--- src/rtl/multicycle_control.sv ---
// Moore sequencing FSM for the multi-cycle RV32I datapath: fetch/decode/exec/mem/wb/trap,
// memory handshakes, store byte enables, alignment checks and memory wait timeout.
module multicycle_control #(
    parameter int TIMEOUT = 16,
    parameter int CNT_W   = 8
) (
    input  logic       clk,
    input  logic       rst,
    input  logic [4:0] opcode,
    input  logic [2:0] funct3,
    input  logic [1:0] addr_lo,
    input  logic       imem_ready,
    input  logic       dmem_ready,
    input  logic       trap_ack,
    output logic       imem_req,
    output logic       ir_we,
    output logic       pc_we,
    output logic [1:0] jumptype,
    output logic       memread,
    output logic       we,
    output logic [3:0] be,
    output logic       memtoreg,
    output logic [1:0] alusrc,
    output logic       regwrite,
    output logic [2:0] aluop,
    output logic [2:0] immtype,
    output logic       illegal,
    output logic       bus_err,
    output logic [2:0] state
);

    typedef enum logic [2:0] {
        S_FETCH  = 3'd0,
        S_DECODE = 3'd1,
        S_EXEC   = 3'd2,
        S_MEM    = 3'd3,
        S_WB     = 3'd4,
        S_TRAP   = 3'd5
    } state_t;

    typedef enum logic [3:0] {
        C_NONE, C_BRANCH, C_LOAD, C_STORE, C_LUI, C_AUIPC, C_JAL, C_JALR, C_OPIMM, C_OP
    } cls_t;

    localparam bit               TO_EN    = (TIMEOUT != 0);
    localparam logic [CNT_W-1:0] CNT_LAST = CNT_W'((TIMEOUT > 0) ? TIMEOUT - 1 : 0);

    state_t           state_q, state_d;
    cls_t             cls_q, cls_d, cls_dec;
    logic [1:0]       size_q, size_d;
    logic [1:0]       addr_q, addr_d;
    logic [CNT_W-1:0] cnt_q, cnt_d;
    logic             illegal_q, illegal_d;
    logic             bus_err_q, bus_err_d;
    logic             pc_pend_q, pc_pend_d;
    logic             to_hit;
    logic             misaligned;
    logic             unused_f3;

    assign unused_f3 = funct3[2];

    always_comb begin
        cls_dec = C_NONE;
        case (opcode)
            5'b11000: cls_dec = C_BRANCH;
            5'b00000: cls_dec = C_LOAD;
            5'b01000: cls_dec = C_STORE;
            5'b01101: cls_dec = C_LUI;
            5'b00101: cls_dec = C_AUIPC;
            5'b11011: cls_dec = C_JAL;
            5'b11001: cls_dec = C_JALR;
            5'b00100: cls_dec = C_OPIMM;
            5'b01100: cls_dec = C_OP;
            default:  cls_dec = C_NONE;
        endcase
    end

    assign to_hit = TO_EN && (cnt_q == CNT_LAST);

    // size_q holds funct3[1:0]: 00 byte, 01 half, 10 word, 11 reserved
    always_comb begin
        misaligned = 1'b0;
        case (size_q)
            2'b01:   misaligned = addr_lo[0];
            2'b10:   misaligned = (addr_lo != 2'b00);
            2'b11:   misaligned = 1'b1;
            default: misaligned = 1'b0;
        endcase
    end

    always_ff @(posedge clk) begin
        if (rst) begin
            state_q   <= S_FETCH;
            cls_q     <= C_NONE;
            size_q    <= 2'b00;
            addr_q    <= 2'b00;
            cnt_q     <= '0;
            illegal_q <= 1'b0;
            bus_err_q <= 1'b0;
            pc_pend_q <= 1'b0;
        end else begin
            state_q   <= state_d;
            cls_q     <= cls_d;
            size_q    <= size_d;
            addr_q    <= addr_d;
            cnt_q     <= cnt_d;
            illegal_q <= illegal_d;
            bus_err_q <= bus_err_d;
            pc_pend_q <= pc_pend_d;
        end
    end

    always_comb begin
        state_d   = state_q;
        cls_d     = cls_q;
        size_d    = size_q;
        addr_d    = addr_q;
        cnt_d     = cnt_q;
        illegal_d = illegal_q;
        bus_err_d = bus_err_q;
        pc_pend_d = 1'b0;
        case (state_q)
            S_FETCH: begin
                if (imem_ready) begin
                    state_d = S_DECODE;
                end else if (to_hit) begin
                    state_d   = S_TRAP;
                    bus_err_d = 1'b1;
                end else begin
                    cnt_d = cnt_q + CNT_W'(1);
                end
            end
            S_DECODE: begin
                cls_d  = cls_dec;
                size_d = funct3[1:0];
                if (cls_dec == C_NONE) begin
                    state_d   = S_TRAP;
                    illegal_d = 1'b1;
                end else begin
                    state_d = S_EXEC;
                end
            end
            S_EXEC: begin
                addr_d = addr_lo;
                if (cls_q == C_LOAD || cls_q == C_STORE) begin
                    if (misaligned) begin
                        state_d   = S_TRAP;
                        illegal_d = 1'b1;
                    end else begin
                        state_d = S_MEM;
                    end
                end else if (cls_q == C_BRANCH) begin
                    state_d = S_FETCH;
                end else begin
                    state_d = S_WB;
                end
            end
            S_MEM: begin
                if (dmem_ready) begin
                    if (cls_q == C_LOAD) begin
                        state_d = S_WB;
                    end else begin
                        state_d   = S_FETCH;
                        pc_pend_d = 1'b1;
                    end
                end else if (to_hit) begin
                    state_d   = S_TRAP;
                    bus_err_d = 1'b1;
                end else begin
                    cnt_d = cnt_q + CNT_W'(1);
                end
            end
            S_WB: state_d = S_FETCH;
            S_TRAP: begin
                if (trap_ack) begin
                    state_d   = S_FETCH;
                    illegal_d = 1'b0;
                    bus_err_d = 1'b0;
                end
            end
            default: state_d = S_FETCH;
        endcase
        if (state_d != state_q && (state_d == S_FETCH || state_d == S_MEM)) begin
            cnt_d = '0;
        end
    end

    // Store completion is seen only through dmem_ready, so its PC update lands one cycle later
    always_comb begin
        imem_req = 1'b0;
        ir_we    = 1'b0;
        pc_we    = 1'b0;
        jumptype = 2'b00;
        memread  = 1'b0;
        we       = 1'b0;
        be       = 4'b0000;
        memtoreg = 1'b0;
        regwrite = 1'b0;
        aluop    = 3'b000;
        immtype  = 3'b111;
        alusrc   = 2'b00;
        illegal  = illegal_q;
        bus_err  = bus_err_q;
        state    = state_q;
        case (cls_q)
            C_BRANCH: begin aluop = 3'b011; immtype = 3'b100; alusrc = 2'b11; end
            C_LOAD:   begin aluop = 3'b100; immtype = 3'b001; alusrc = 2'b01; end
            C_STORE:  begin aluop = 3'b101; immtype = 3'b010; alusrc = 2'b01; end
            C_LUI:    begin aluop = 3'b000; immtype = 3'b000; alusrc = 2'b00; end
            C_AUIPC:  begin aluop = 3'b001; immtype = 3'b000; alusrc = 2'b00; end
            C_JAL:    begin aluop = 3'b010; immtype = 3'b101; alusrc = 2'b00; end
            C_JALR:   begin aluop = 3'b010; immtype = 3'b001; alusrc = 2'b00; end
            C_OPIMM:  begin aluop = 3'b110; immtype = 3'b001; alusrc = 2'b01; end
            C_OP:     begin aluop = 3'b111; immtype = 3'b111; alusrc = 2'b11; end
            default:  begin aluop = 3'b000; immtype = 3'b111; alusrc = 2'b00; end
        endcase
        case (state_q)
            S_FETCH: begin
                imem_req = !rst;
                ir_we    = imem_ready && !rst;
                pc_we    = pc_pend_q;
            end
            S_EXEC: begin
                if (cls_q == C_BRANCH) begin
                    pc_we    = 1'b1;
                    jumptype = 2'b01;
                end
            end
            S_MEM: begin
                memread = (cls_q == C_LOAD);
                we      = (cls_q == C_STORE);
                if (cls_q == C_STORE) begin
                    case (size_q)
                        2'b00:   be = 4'b0001 << addr_q;
                        2'b01:   be = 4'b0011 << addr_q;
                        default: be = 4'b1111;
                    endcase
                end
            end
            S_WB: begin
                regwrite = 1'b1;
                pc_we    = 1'b1;
                memtoreg = (cls_q == C_LOAD);
                if (cls_q == C_JAL) begin
                    jumptype = 2'b01;
                end else if (cls_q == C_JALR) begin
                    jumptype = 2'b10;
                end
            end
            default: ;
        endcase
    end

endmodule

--- config.mk ---
export PLATFORM = sky130hd
export DESIGN_NAME = multicycle_control
export DESIGN_NICKNAME = d
export VERILOG_FILES = /design/src/rtl/multicycle_control.sv
export SDC_FILE = /design/constraint.sdc
export NUM_CORES = 1
export LEC_CHECK = 0
export ABC_AREA = 1
export ABC_CLOCK_PERIOD_IN_PS = 2700
export BUFFER_PORTS_ARGS = -buffer_cell sky130_fd_sc_hd__buf_2
export CAP_MARGIN = 30
export CORE_MARGIN = 1
export CORE_UTILIZATION = 52
export DETAILED_ROUTE_END_ITERATION = 6
export MAX_ROUTING_LAYER = met4
export PLACE_DENSITY = 0.77
export SLEW_MARGIN = 20
export SYNTH_ARGS = -nofsm -noshare
export SYNTH_HDL_FRONTEND = slang
export SYNTH_SLANG_ARGS = --single-unit
--- constraint.sdc ---
create_clock -name clk -period 2.7 [get_ports clk]
set_input_delay 0.54 -clock clk [delete_from_list [all_inputs] [get_ports clk]]
set_output_delay 0.54 -clock clk [all_outputs]
set_load 0.05 [all_outputs]
* Word level (Yosys, flattened, before mapping)
Memory sizes are Yosys's and may differ from the RTL's. A register that Yosys moved wholly into a read port is not among the register bits.
Index checks and enable logic that the tools add are counted.
** Operators by class
- Equality and inequality tests :: 22
- Muxes and demuxes :: 42
- Bitwise logic cells :: 2
- Shift operators :: 2
- Reduce and logical (&&, ||, !) cells :: 18
- $add $sub $neg :: 1
** Operator list (count)
- two-way mux 3 bit :: 9
- two-way mux 8 bit :: 3
- two-way mux 1 bit :: 16
- two-way mux 4 bit :: 4
- one-hot mux 8 bit (2 select lines) :: 1
- one-hot mux 3 bit (5 select lines) :: 1
- inequality test 2 bit, second input constant :: 6
- one-hot mux 1 bit (3 select lines) :: 4
- == test 3 x 2 -> 1 bit, second input constant :: 3
- adder 8 x 1 -> 8 bit, second input constant :: 1
- == test 4 x 2 -> 1 bit, second input constant :: 2
- == test 4 x 3 -> 1 bit, second input constant :: 2
- == test 8 x 4 -> 1 bit, second input constant :: 1
- one-hot mux 4 bit (2 select lines) :: 1
- == test 3 bit, second input constant :: 2
- logical NOT 3 bit :: 2
- nonzero test 3 bit :: 2
- AND reduction 5 bit :: 1
- == test 2 bit, second input constant :: 2
- == test 4 x 1 -> 1 bit, second input constant :: 1
- logical NOT 4 bit :: 1
- two-way mux 2 bit :: 2
- one-hot mux 2 bit (2 select lines) :: 1
- AND reduction 4 bit :: 1
- other kinds (14) :: 18
** Storage, ports and cells
- Memories :: 2
- Output and inout bits :: 26
- Bits in read-only memories :: 256
- Register bits :: 22
- Word-level logic and storage cells :: 97
** Memory list
- (name not given) :: depth 16, width 8, read ports 1, clocked after Yosys merged registers in 1, write ports 0, line 205 : case (cls_q)
- (name not given) :: depth 32, width 4, read ports 1, clocked after Yosys merged registers in 0, write ports 0, line 64 : case (opcode)

* Depth between registers and ports, before layout
Gate-level depths: netlist (run 1).
- Word-level depth :: 9
- Mapped depth :: 15
- Depth with buffers taken out :: 14

* Least setup slack after synthesis (run 1)
Ideal clock, no wire load.
- Path type :: register to output
- Start point :: register state_q[2] (netlist: state[2])
- End point :: output port jumptype[0]
- Setup slack :: -0.794 ns
- Data arrival time :: 2.954 ns
- Cell stages (with the launch flop) :: 5
- Path buffers :: 0
- Data required time :: 2.160 ns
- Cells stage by stage :: dfxtp_1 > inv_2 > nor2_1 > nand3_1 > o21ai_0
** On the way
- Longest elaborated chain between the ends :: 2
- Elaborated cells between the ends (all ways) :: 3
- Classes of those cells :: eq/ne: 2; mux: 1
** RTL lines
- start, declared :: line 48 : state_t state_q, state_d;
- start signal, assigned :: line 102 : state_q <= state_d;
- == test 3 bit / == test 3 x 2 -> 1 bit (equally long branches) :: line 217 : case (state_q)
- one-hot mux 2 bit (2 select lines) * :: line 217
- end, declared :: line 18 : output logic [1:0] jumptype,
Mark *: on every way between the ends. The rest lies on a longest branch, timed or not.

* Worst setup path in the final report (run 1)
- Start point :: register state_q[1] (netlist: state[1])
- End point :: output port jumptype[0]
Same word-level chain as after synthesis.

==> reports/summary.txt, run 1 <==
Hold Crit Class - reg -> reg
All-Layer GR Usage - 22.0%
die width - 60.3 um
CTS buffer count - 5
Synth cell types - 29
port bufs - 39
DRT Pass-1 Iters - 6
Routed WL per cell - 9.95 um
routed wire length - 3.46 mm
pre-CTS setup slack - 0.749 ns
Worst Path Required - 2.16 ns
P_leak - 1.10 nW
worst-margin pin slew - 0.318 ns
clk sinks - 30
I/O pin cnt - 41
post-CTS setup buffers - 0
sequential-to-total area share from yosys stat - 34.0%
Seq cells post-synth - 30
sequential share of power - 35.8%
Nets - 322
yosys warns - 0
CP arrival - 1.73 ns
status - finished, final reports clean
Syn Nets - 277
CP Max Fanout - 6
Die Span Y - 60.3 um
Worst setup EP type - output port
most common cell after layout, fill and taps aside - nand2_1
Gate power share - 46.0%
CP Launch Type - flip-flop
Area Overhead vs Synth - 18.0%
Max H-tree Level - 2
Peak Freq - 440 MHz
first-pass GRT wire length - 5.67 mm
DRC - 0
Final Cycle Share - 84.2%
Internal - 0.843 mW
max-slew violations - 0
final hold vios - 0
final critical-path setup slack - 0.427 ns
Synth Cell Area - 1770 um^2
final worst path period need - 2.27 ns
Setup TNS - 0 ns
diode count - 0
Resized cells post-CTS - 0
CTS tree - yes
number of global-route vias before repair - 1,353
num rows - 20
largest net degree at the start of global routing - 14
Worst Setup Path Type - reg -> out
Post-DRT Antenna Nets - 0
syn_area_per_cell - 6.84 um^2
clk buf depth - 2
most frequent cells in the layout - nand2_1 (50), inv_1 (39), buf_2 (39), nor2_1 (34), dfxtp_1 (30)
Core Region - 3130 um^2
vias per cell - 4.76
Via Count - 1,658
clock root cell - clkbuf_4
number of max-cap violations - 0
clk slew on worst S/H paths - 0.10 ns
Mapped Cells - 258
initial antenna violation count - 0
RSZ-0062 raised after global routing - no
Peak VDD IR - 0.615 mV
Clk pwr share - 18.2%
initial core utilization - 56.4%
total gr overflow - 0
Async SR Flop Fraction - 0%
Cell Pwr Density - 770 nW/um^2
Post-DP HPWL - 2.67 mm
utilization after layout - 66.6%
GP Congestion - 0.830
skew final - 0.0138 ns
First DRT Iteration DRCs - 83
switching power - 0.760 mW
layout cells sized above 1 - 29.3%
worst skew pair latency - 0.34 ns
Max transition margin - 78.8%
Top FF cell, synth - dfxtp_1
Die Area - 3630 um^2
Net Sw Frac - 47.4%
# setup viols final - 0
number of flops mapped to enable cells by yosys - 0
Hold-fix buffers, CTS - 0
registers in the layout, indices dropped and copies added, names as in the netlist:
register	flops
illegal	1
cnt_q	8
immtype	3
pc_pend_q	1
size_q	2
bus_err	1
addr_q	2
aluop	3
cls_q	4
state	3
alusrc	2
final timing paths:
| kind | from | end | slack (ns) | cells after the start |
|---|---|---|---|---|
| hold / removal | illegal$_SDFFE_PP0P_ | illegal$_SDFFE_PP0P_ | 0.45 | 2 |
| setup reg to reg | state[1]$_SDFF_PP0_ | aluop[1]$_DFF_P_ | 0.88 | 12 |
| hold reg to reg | illegal$_SDFFE_PP0P_ | illegal$_SDFFE_PP0P_ | 0.45 | 2 |
| setup / recovery | state[1]$_SDFF_PP0_ | jumptype[0] | 0.43 | 6 |
cells by family (layout without fill, tap and decap cells):
group	count (synthesis)	after routing	synth area share [%]
AND/OR/NAND/NOR	132	132	36.2
adder cells (fa/ha/maj)	4	4	2.83
buffers and inverters	48	94	10.6
XOR/XNOR	7	7	3.47
multiplexers	1	1	0.638
AO/OA/AOI/OAI	36	36	12.2
flip-flops	30	30	34.0
power by group through the flow:
stage	sequential (mW)	combinational (mW)	clock (mW)
detailed placement	0.581	0.740	0
floorplan	0.783	0.398	0
CTS	0.572	0.742	0.298
global placement	0.580	0.731	0
finish	0.574	0.738	0.292
global route	0.583	0.805	0.321
worst max-delay path, cell delays in order, from the launching register on:
cell and delay (ns):
dfxtp_1 0.38, nor2_1 0.28, inv_1 0.12, nor2_2 0.11, nand3_1 0.12, o21ai_2 0.12
buf_2 0.26
synth_stat cells, types with 5 or more instances:
cell type	count	area share, %
nand2_1	50	11
nand3_1	15	4.3
nor2_2	10	3.5
o21ai_1	5	1.4
a21oi_1	14	4.0
nand2_2	5	1.8
inv_1	39	8.3
nand2_4	5	3.2
dfxtp_1	30	34
inv_2	8	1.7
o21ai_0	9	2.6
nor2_1	36	7.7
layout make-up:
cell class / instances / area, um^2
clock buffer: 6 / 51.3
clock inverter: 2 / 12.5
fill: 303 / 1040
inverter: 47 / 176
multi-input combinational: 180 / 992
sequential: 30 / 601
tap: 44 / 55.1
timing repair buffer: 39 / 195
metrics by stage:
step | instances | power [mW] | cell area (um^2) | hold slack [ns]
floorplan | 258 | 1.18 | 1780 | 0.467
detailed placement | 340 | 1.32 | 2020 | 0.439
global placement | 340 | 1.31 | 2020 | 0.436
global route | 348 | 1.71 | 2080 | 0.438
CTS | 348 | 1.61 | 2080 | 0.442
finish | 348 | 1.60 | 2080 | 0.451
per-layer routing:
layer	share of wire [%]	wire length, um	vias up	track usage (%)
met3	4.1	142	6	6.49
li1	-	-	899	-
met1	49	1710	723	26.9
met2	45	1550	30	33.9
met5	0	0	-	-
met4	1.6	55	0	7.97
Note: power is estimated with default switching activity, not from simulation.
==> run 2: changes to the inputs <==
--- a/config.mk
+++ b/config.mk
@@ -5,15 +5,15 @@
 export SDC_FILE = /design/constraint.sdc
 export NUM_CORES = 1
 export LEC_CHECK = 0
-export ABC_AREA = 1
-export ABC_CLOCK_PERIOD_IN_PS = 2700
+export ABC_AREA = 0
+export ABC_CLOCK_PERIOD_IN_PS = 2300
 export BUFFER_PORTS_ARGS = -buffer_cell sky130_fd_sc_hd__buf_2
 export CAP_MARGIN = 30
 export CORE_MARGIN = 1
 export CORE_UTILIZATION = 52
 export DETAILED_ROUTE_END_ITERATION = 6
 export MAX_ROUTING_LAYER = met4
-export PLACE_DENSITY = 0.77
+export PLACE_DENSITY = 0.78
 export SLEW_MARGIN = 20
 export SYNTH_ARGS = -nofsm -noshare
 export SYNTH_HDL_FRONTEND = slang
==> constraint.sdc (replaced) <==
create_clock -name clk -period 2.3 [get_ports clk]
set_input_delay 0.46 -clock clk [delete_from_list [all_inputs] [get_ports clk]]
set_output_delay 0.46 -clock clk [all_outputs]
set_load 0.05 [all_outputs]
==> run 2 against run 1 <==
  * Setup slack worse by 0.43 ns
  * Clock power rose by 13%
  * Routed wire length increased by 15%
  * Design area grew 7.7%
  * Clock skew down 0.0090 ns
  * Die area is 5.9% lower
  * Sequential share of layout area down 1.2 points
  * Critical path type unchanged
  * Highest routed layer unchanged
==> reports/summary.txt, run 2 <==
status - finished, final reports clean
First DRT Iteration DRCs - 95
clk slew on worst S/H paths - 0.09 ns
Top FF cell, synth - dfxtp_1
Max H-tree Level - 2
syn_area_per_cell - 8.05 um^2
routing usage on met3 - 6.37%
max-slew violations - 0
routed wire length - 3.97 mm
Reg2Reg Depth - 8
Max transition margin - 71.5%
Peak Freq - 435 MHz
Synth top area share - 36.2%
Die Span Y - 58.5 um
diode count - 0
Worst R2R Start - cnt_q[4]$_SDFFE_PP0P_
# setup viols final - 0
Reg2Reg Setup Slack - 0.09 ns
DRC - 0
largest reg by FF count - cnt_q
Layout Cells excl Fill - 308
CTS buffer count - 5
Hold Crit Class - in -> reg
final hold vios - 0
commonest cells in the netlist - dfxtp_1 (30), nor2_1 (29), a21oi_1 (21)
final critical-path setup slack - 0.0000645 ns
top-count cell post-synth - dfxtp_1
Synth Cell Area - 1660 um^2
sequential-to-total area share from yosys stat - 36.2%
worst skew pair latency - 0.33 ns
Worst setup EP type - output port
Worst setup startpoint - cls_q[3]$_SDFFE_PP0P_
final worst path period need - 2.30 ns
clock root cell - clkbuf_4
Total Power - 1.57 mW
Routed WL per cell - 12.9 um
mux share of post-synthesis cell area - 3.70%
Setup TNS - 0 ns
most frequent cells in the layout - buf_2 (32), nor2_1 (26), dfxtp_1 (23), buf_4 (22), a21oi_1 (17)
Core Region - 3030 um^2
Largest register FFs - 8
Crit-path slowest cell - or4b_4
yosys warns - 0
Peak VDD IR - 0.518 mV
clk sinks - 30
number of max-cap violations - 0
clk buf depth - 2
largest family of logic cells by synthesized area - simple AND/OR/NAND/NOR gates
Max stage delay on crit path - 0.63 ns
Post-DRT Antenna Nets - 0
die width - 58.5 um
Syn Nets - 225
CP arrival - 1.84 ns
Seq. cell area - 619 um^2
Placed Cells - 288
num rows - 20
Nets - 282
Seq cells post-synth - 30
first-pass GRT wire length - 6.42 mm
Worst Setup Path Type - reg -> out
DRT Pass-1 Iters - 4
RSZ-0062 raised after global routing - yes
Area Overhead vs Synth - 35.4%
total gr overflow - 0
All-Layer GR Usage - 25.3%
GR Layer Usage met2 - 41.2%
worst-margin pin slew - 0.427 ns
Die Area - 3420 um^2
initial antenna violation count - 0
area of the multi-input gates - 1090 um^2
layout cells sized above 1 - 35.2%
skew final - 0.00484 ns
port bufs - 39
Post-DP HPWL - 2.71 mm
Cell Pwr Density - 700 nW/um^2
Hold Path Stages - 2
hold path start - trap_ack
number of flops mapped to enable cells by yosys - 0
pre-CTS setup slack - 0.0980 ns
largest registers - cnt_q (8), cls_q (4)
top cells by area, synth - dfxtp_1 (36%), nor2_1 (6.6%), a21oi_1 (6.3%), nand2_1 (3.6%), ha_1 (3.0%)
initial core utilization - 54.8%
CP Max Fanout - 5
Fillers - 248
Hold WS - 0.354 ns
routing usage on met1 - 29.8%
Synth cell types - 48
GP Congestion - 0.810
cell chain of the critical path - nand2b_1, or4b_4, a21oi_4, buf_6
CTS tree - yes
largest net degree at the start of global routing - 17
layer with the highest usage - met2
Mapped Cells - 206
CP Launch Type - flip-flop
Worst Path Required - 1.84 ns
Synth area leader - dfxtp_1
Synth Area in Compound Gates - 19.1%
number of global-route vias before repair - 1,528
adder-cell share of the synthesized area - 3.02%
XOR/XNOR Fraction of Synth Area - 4.23%
I/O pin cnt - 41
Async SR Flop Fraction - 0%
vias per cell - 5.51
Final Cycle Share - 100%
most common cell after layout, fill and taps aside - buf_2
Via Count - 1,697
P_leak - 0.913 nW
simple logic cell fraction of the synthesized area - 29.8%
==> run 2: cell count changes after synthesis, sizes merged, moves of 5 or more <==
cell / delta
nand3: -13
o21ai: -9
nand2b: +5
inv: -38
a21oi: +6
clkbuf: +7
nor3: +6
nor2: -18
nand2: -44
mux2i: +5
==> run 2: report_power, final <==
| group | internal [mW] | total [mW] | switching, mW |
|---|---|---|---|
| clock network | 0.148 | 0.331 | 0.183 |
| registers | 0.571 | 0.624 | 0.0537 |
| logic | 0.236 | 0.616 | 0.380 |
| total | 0.955 | 1.57 | 0.617 |
==> run 2: cells by family (layout without fill, tap and decap cells) <==
kind of cell,count (synthesis),after routing
muxes,6,6
adders and majority gates,4,4
and+or+nand+nor,93,93
buffers and inverters,17,75
DFF,30,30
AOI/OAI and AO/OA,48,48
xor gates and xnor gates,8,8
==> run 2: final cells by class <==
class | instances | share of cell area [%]
clock buffers | 7 | 2.45
clock inverters | 1 | 0.223
inverters | 9 | 1.84
multi-input cells | 159 | 48.8
flip-flops and latches | 30 | 27.6
well taps | 44 | 2.45
repair buffers | 58 | 16.7
==> run 2: repair_timing <==
item	in CTS	in global routing
pin swaps	1	7
hold endpoints to repair	0	0
endpoints found under the setup margin	7	17
hold buffers	0	0
resized for setup	14	8
buffers inserted	3	9
==> run 2: final timing paths <==
path	end
hold / removal	bus_err$_SDFFE_PP0P_
setup reg to reg	cnt_q[2]$_SDFFE_PP0P_
hold reg to reg	cnt_q[1]$_SDFFE_PP0P_
setup / recovery	be[2]
==> run 2: per-stage QoR <==
stage	util, %	area, um^2
5_1_grt	74.1	2240
2_1_floorplan	-	1770
3_3_place_gp	67.3	2040
3_5_place_dp	67.3	2040
6_report	74.1	2240
4_1_cts	71.3	2160
==> run 2: worst max-delay path, delay by kind of cell (launching register included) <==
family	cells	cell delay, ns
and+or+nand+nor	2	0.79
DFF	1	0.38
AOI/OAI and AO/OA	1	0.17
buffers and inverters	1	0.17
==> run 2: routing by layer <==
metal / routed length [um] / part of all wire (%) / vias to the layer above
met5: 0 / 0 / -
met4: 85 / 2.1 / 0
met3: 181 / 4.6 / 14
met2: 1880 / 47 / 48
met1: 1820 / 46 / 778
li1: - / - / 857
